$ cat config.mk
export PLATFORM = sky130hd
export DESIGN_NAME = lcd2002_bus_receiver
export DESIGN_NICKNAME = d
export VERILOG_FILES = /design/src/rtl/lcd2002_bus_receiver.sv
export SDC_FILE = /design/constraint.sdc
export NUM_CORES = 1
export LEC_CHECK = 0
export BUFFER_PORTS_ARGS = -buffer_cell sky130_fd_sc_hd__buf_4
export CORE_MARGIN = 2
export CORE_UTILIZATION = 39
export DETAILED_ROUTE_END_ITERATION = 16
export SLEW_MARGIN = 5
export SYNTH_ARGS = -nofsm -noshare
export SYNTH_HDL_FRONTEND = slang
export SYNTH_SLANG_ARGS = --single-unit
$ cat constraint.sdc
create_clock -name CLK -period 2.5 [get_ports CLK]
set_input_delay 0.375 -clock CLK [delete_from_list [all_inputs] [get_ports CLK]]
set_output_delay 0.375 -clock CLK [all_outputs]
set_load 0.005 [all_outputs]
$ cat src/rtl/lcd2002_bus_receiver.sv
// lcd2002_bus_receiver: HD44780-style bus receiver holding a 20x2 DDRAM image.
// Define LCD_RX_BLANK_WHEN_OFF_EN to blank the row buses while the display is off.
module lcd2002_bus_receiver #(
  parameter int unsigned BUSY_CYCLES       = 2000,
  parameter int unsigned CLEAR_BUSY_CYCLES = 82000
) (
  input  logic         CLK,
  input  logic         _RST,
  input  logic         LCD_E,
  input  logic         LCD_RS,
  input  logic         rw,
  input  logic [7:0]   LCD_DATA,
  output logic [159:0] row_1,
  output logic [159:0] row_2,
  output logic         disp_on,
  output logic         two_line,
  output logic [6:0]   addr,
  output logic         busy,
  output logic         cmd_strobe,
  output logic         data_strobe,
  output logic         overrun
);

  localparam logic [16:0] BusyLd  = 17'(BUSY_CYCLES);
  localparam logic [16:0] ClearLd = 17'(CLEAR_BUSY_CYCLES);
  localparam logic [7:0]  Blank   = 8'h20;

  logic [2:0]   e_q;
  logic [1:0]   rs_q, rw_q;
  logic [7:0]   dat1_q, dat2_q;
  logic [7:0]   ram_q [40];
  logic [7:0]   ram_d [40];
  logic [16:0]  cnt_q, cnt_d;
  logic [6:0]   addr_q, addr_d;
  logic         disp_q, disp_d;
  logic         two_q, two_d;
  logic         id_q, id_d;
  logic         cg_q, cg_d;
  logic         cmd_q, cmd_d;
  logic         dstb_q, dstb_d;
  logic         ovr_q, ovr_d;
  logic         fall, exec;
  logic [5:0]   idx;
  logic [7:0]   d;
  logic [159:0] row1_w, row2_w;

  function automatic logic [6:0] step(input logic [6:0] a,
                                      input logic inc);
    logic [6:0] r;
    if (inc)
      r = (a == 7'h27) ? 7'h40 : (a == 7'h67) ? 7'h00 : a + 7'd1;
    else
      r = (a == 7'h00) ? 7'h67 : (a == 7'h40) ? 7'h27 : a - 7'd1;
    return r;
  endfunction

  function automatic logic [6:0] amap(input logic [6:0] v);
    logic [6:0] r;
    r = v;
    if (v >= 7'h68)
      r = 7'h00;
    else if (v >= 7'h28 && v <= 7'h3f)
      r = 7'h40;
    return r;
  endfunction

  always_ff @(posedge CLK or negedge _RST) begin
    if (!_RST) begin
      e_q    <= '0;
      rs_q   <= '0;
      rw_q   <= '0;
      dat1_q <= '0;
      dat2_q <= '0;
    end else begin
      e_q    <= {e_q[1:0], LCD_E};
      rs_q   <= {rs_q[0], LCD_RS};
      rw_q   <= {rw_q[0], rw};
      dat1_q <= LCD_DATA;
      dat2_q <= dat1_q;
    end
  end

  assign fall = e_q[2] & ~e_q[1];
  assign exec = fall & ~rw_q[1];
  assign d    = dat2_q;
  // both visible windows use offsets 0..19 within their 0x40 half
  assign idx  = addr_q[6] ? addr_q[5:0] + 6'd20 : addr_q[5:0];

  always_comb begin
    ram_d  = ram_q;
    cnt_d  = (cnt_q != '0) ? cnt_q - 17'd1 : cnt_q;
    addr_d = addr_q;
    disp_d = disp_q;
    two_d  = two_q;
    id_d   = id_q;
    cg_d   = cg_q;
    cmd_d  = 1'b0;
    dstb_d = 1'b0;
    ovr_d  = ovr_q;
    if (exec) begin
      ovr_d = ovr_q | (cnt_q != '0);
      cnt_d = BusyLd;
      if (rs_q[1]) begin
        dstb_d = 1'b1;
        if (!cg_q) begin
          if (addr_q[5:0] < 6'd20)
            ram_d[idx] = d;
          addr_d = step(addr_q, id_q);
        end
      end else begin
        cmd_d = 1'b1;
        priority case (1'b1)
          d[7]: begin
            addr_d = amap(d[6:0]);
            cg_d   = 1'b0;
          end
          d[6]: cg_d = 1'b1;
          d[5]: two_d = d[3];
          d[4]: if (!d[3]) addr_d = step(addr_q, d[2]);
          d[3]: disp_d = d[2];
          d[2]: id_d = d[1];
          d[1]: addr_d = '0;
          d[0]: begin
            for (int i = 0; i < 40; i++)
              ram_d[i] = Blank;
            addr_d = '0;
            id_d   = 1'b1;
            cnt_d  = ClearLd;
          end
          default: ;
        endcase
      end
    end
  end

  always_ff @(posedge CLK or negedge _RST) begin
    if (!_RST) begin
      for (int i = 0; i < 40; i++)
        ram_q[i] <= Blank;
      cnt_q  <= '0;
      addr_q <= '0;
      disp_q <= 1'b0;
      two_q  <= 1'b0;
      id_q   <= 1'b1;
      cg_q   <= 1'b0;
      cmd_q  <= 1'b0;
      dstb_q <= 1'b0;
      ovr_q  <= 1'b0;
    end else begin
      for (int i = 0; i < 40; i++)
        ram_q[i] <= ram_d[i];
      cnt_q  <= cnt_d;
      addr_q <= addr_d;
      disp_q <= disp_d;
      two_q  <= two_d;
      id_q   <= id_d;
      cg_q   <= cg_d;
      cmd_q  <= cmd_d;
      dstb_q <= dstb_d;
      ovr_q  <= ovr_d;
    end
  end

  always_comb begin
    row1_w = '0;
    row2_w = '0;
    for (int i = 0; i < 20; i++) begin
      row1_w[159-8*i -: 8] = ram_q[i];
      row2_w[159-8*i -: 8] = ram_q[i+20];
    end
  end

`ifdef LCD_RX_BLANK_WHEN_OFF_EN
  assign row_1 = disp_q ? row1_w : {20{Blank}};
  assign row_2 = disp_q ? row2_w : {20{Blank}};
`else
  assign row_1 = row1_w;
  assign row_2 = row2_w;
`endif

  assign disp_on     = disp_q;
  assign two_line    = two_q;
  assign addr        = addr_q;
  assign busy        = (cnt_q != '0);
  assign cmd_strobe  = cmd_q;
  assign data_strobe = dstb_q;
  assign overrun     = ovr_q;

endmodule

==> impl_metrics.toml <==
[pwr]
power_switching_mw = 4.61
seq_power_share_pct = 43.9
max-vdd-ir-drop_mv = 0.412
p_comb_share_pct = 19.6
p_int_mw = 11.6
p_leak_nw = 9.35
power_frac_clock_pct = 36.5
total_power_mw = 16.2
p_per_area_mw_per_mm2 = 799
swShare_pct = 28.4

[sta]
setup_viol = 1
fin_hold_ws_ns = 0.343
setup_slack_ns = -0.0457
skew_ns = 0.0244
fmax_ghz = 0.393
finalCriticalPeriod_ns = 2.55
finalMaxSlewViolations = 0
rsz0062_at_grt = "true"
maxSlewHeadroom_pct = 56.7
worst_slew_pin_slew_ns = 0.645
period_share_pct = 102
finalHoldViolCount = 0

[synth]
synth_top_area_share_pct = 56.4
yosys-top-cells-area = "dfrtp_1 (56%), o2bb2ai_1 (17%), dfstp_2 (7.3%)"
yosys_register_bits = 374
synth-async-reset-ratio_pct = 100
syn_avg_cell_area_um2 = 12.5
syn_inst = 1180
ys_warn_count = 0
synth_flop_cell = "dfrtp_1"
synth_edf_count = 0
synth_cell_types = 64
synth-seq-area-share_pct = 63.7
syn-cell-area_mm2 = 0.0148
yosys.area.top_type = "dfrtp_1"
syn_nets = 1200

[critical_path]
cpMaxStageDelayCell = "or4_4"
cp.arrival_ns = 2.17
critPathLaunchType = "flop"
worst-path-max-fanout = 2
reg2reg_depth = 7
worstPathCellList = "or4_4, or3_4, or2_4, buf_6"
timing.critical_path.slowest_cell_delay_ns = 0.54
critPathCaptureType = "output pin"
required_ns = 2.12
path_class = "reg -> out"

[hold_path]
hold_class = "in -> async"

[routing]
drtAntennaViolNets = 0
routed_wl_mm = 53.1
vias = 12200
drc_errors = 0
first_iter_violations = 759
drt-pass1-iter-count = 5
wire_per_inst_um = 24.7
avgViaCountPerCell = 5.65

[cells_and_area]
final_util_pct = 54.2
fin_area_mm2 = 0.0203
fillCellCount = 3350
nets = 1637
drive_above_1_share_pct = 38.3
syn2layout_area_growth_pct = 37.5
antenna_cells = 0

[global_routing]
grt_use_total_pct = 26.8
grt_max_degree = 99
grt_antenna_before_repair = 0
grt_pass1_vias = 12300
globalRoute.totalOverflow = 0
grt_pass1_wl_mm = 79.3

[outcome]
violations = "setup timing"
status = "finished, violations left"

[place]
io_buffers = 345
post_dp_cell_area_mm2 = 0.0186
gp_congestion = 0.877
pre_cts_slack_ns = -0.172
dpl.hpwl_mm = 36.8

[clock_tree]
h-tree-depth = 2
ctsLongestPathBuffers = 3
numClockSinks = 374
clk-insertion-delay-late_ns = 0.55
cts-buffers-inserted = 40
cts_tree = "done"
clock-root-buffer = "clkbuf_16"
clkSlewWorstSetupHoldPaths_ns = 0.06

[run]
max-cap-violations = 0

[die]
die_y_um = 199
die_width_um = 199
ios = 346
coreArea_mm2 = 0.0375
start_util_pct = 39.4
dieArea_mm2 = 0.0394
num_rows = 71
==> metrics by stage <==
step,std cells,TNS (ns)
2_1_floorplan,1180,0
3_3_place_gp,2065,-5.07
3_5_place_dp,2065,-10.55
4_1_cts,2151,-0.0715
5_1_grt,2155,-0.102
6_report,2155,-0.0457
==> cells in the final DEF (no fill, tap or decap), types with 18 or more instances in the layout <==
cell       Yosys  routed
buf_4          2     436
dfrtp_1      333     333
o2bb2ai_1    280     280
a21oi_1       69      67
nand2_1       98      54
nand2_2        0      43
dfstp_2       41      41
clkbuf_16      0      40
inv_1         33      32
nor2_1        29      29
o21ai_0       20      19
a22oi_1       18      18
==> power by group through the flow <==
stage | Sequential (mW) | Combinational (mW) | Clock [mW]
after detailed placement | 7.22 | 3.02 | 0
after global routing | 7.18 | 3.46 | 6.24
after floorplan | 7.18 | 1.40 | 0
after global placement | 7.21 | 2.98 | 0
final | 7.12 | 3.19 | 5.91
after CTS | 7.12 | 3.14 | 6.01
==> layout make-up <==
cell class              count  area (µm²)  share of cell area [%]
repair buffers            464        3690                    18.2
clock buffers              57        1140                    5.64
multi-input cells         704        5130                    25.3
inverters                  33         126                   0.622
clock inverters            12         158                   0.776
flip-flops and latches    374        9410                    46.3
well taps                 511         639                    3.15
==> critical path: cells and delay by family (launching register included) <==
kind / cells / cell delay, ns
buffers and inverters: 1 / 0.12
and+or+nand+nor: 3 / 1.13
DFF: 1 / 0.39
==> metal layers <==
metal | vias up | share of wire (%) | track usage, %
met2 | 476 | 47 | 42.6
li1 | 5351 | - | -
met3 | 89 | 8.3 | 7.02
met1 | 6255 | 42 | 36.2
met4 | 0 | 2.9 | 7.79
met5 | - | 0 | 0
==> logic make-up after synthesis <==
group	Yosys count	share of synthesized area [%]
flip-flops	374	63.7
buffers and inverters	102	3.03
AO/OA/AOI/OAI	447	23.7
AND/OR/NAND/NOR	225	7.42
XOR/XNOR	19	1.13
multiplexers	6	0.424
adder cells (fa/ha/maj)	7	0.593
==> path summary, 6_finish.rpt <==
check / startpoint / to / slack, ns
max: cnt_q[4] / busy / -0.05
max in group asynchronous: _RST / row_1[40] / 1.29
min in group CLK: dat1_q[5] / d[5] / 0.35
min: _RST / row_2[99] / 0.34
max reg2reg: e_q[1] / row_2[85] / 0.09
min reg2reg: dat1_q[5] / d[5] / 0.35
==> timing repair <==
item,CTS,global route
gates resized for setup,33,28
hold buffers,12,0
cloned,0,1
setup endpoints to repair,246,239
setup buffers,5,3
pin swaps,3,2
hold endpoints to repair,54,0
==> cell usage after synthesis (5+ instances only) <==
library cell	n
a211oi_1	6
a21oi_1	69
a22oi_1	18
a31oi_1	14
and2_1	5
and3_1	9
buf_6	7
clkbuf_1	56
dfrtp_1	333
dfstp_2	41
ha_1	7
inv_1	33
nand2_1	98
nand2b_1	7
nand3_1	18
nor2_1	29
nor2b_1	5
nor3_1	15
nor4_1	11
o21ai_0	20
o22ai_1	5
o2bb2ai_1	280
xnor2_1	10
xor2_1	9
==> flip-flops by register name, indices dropped and copies added, names as in the netlist <==
name / count
rs_q: 2
row_1: 160
id_q: 1
overrun: 1
data_strobe: 1
cmd_strobe: 1
disp_on: 1
row_2: 160
two_line: 1
addr: 7
dat1_q: 8
cg_q: 1
cnt_q: 17
d: 8
e_q: 3
rw_q: 2
Note: power is estimated with default switching activity, not from simulation.
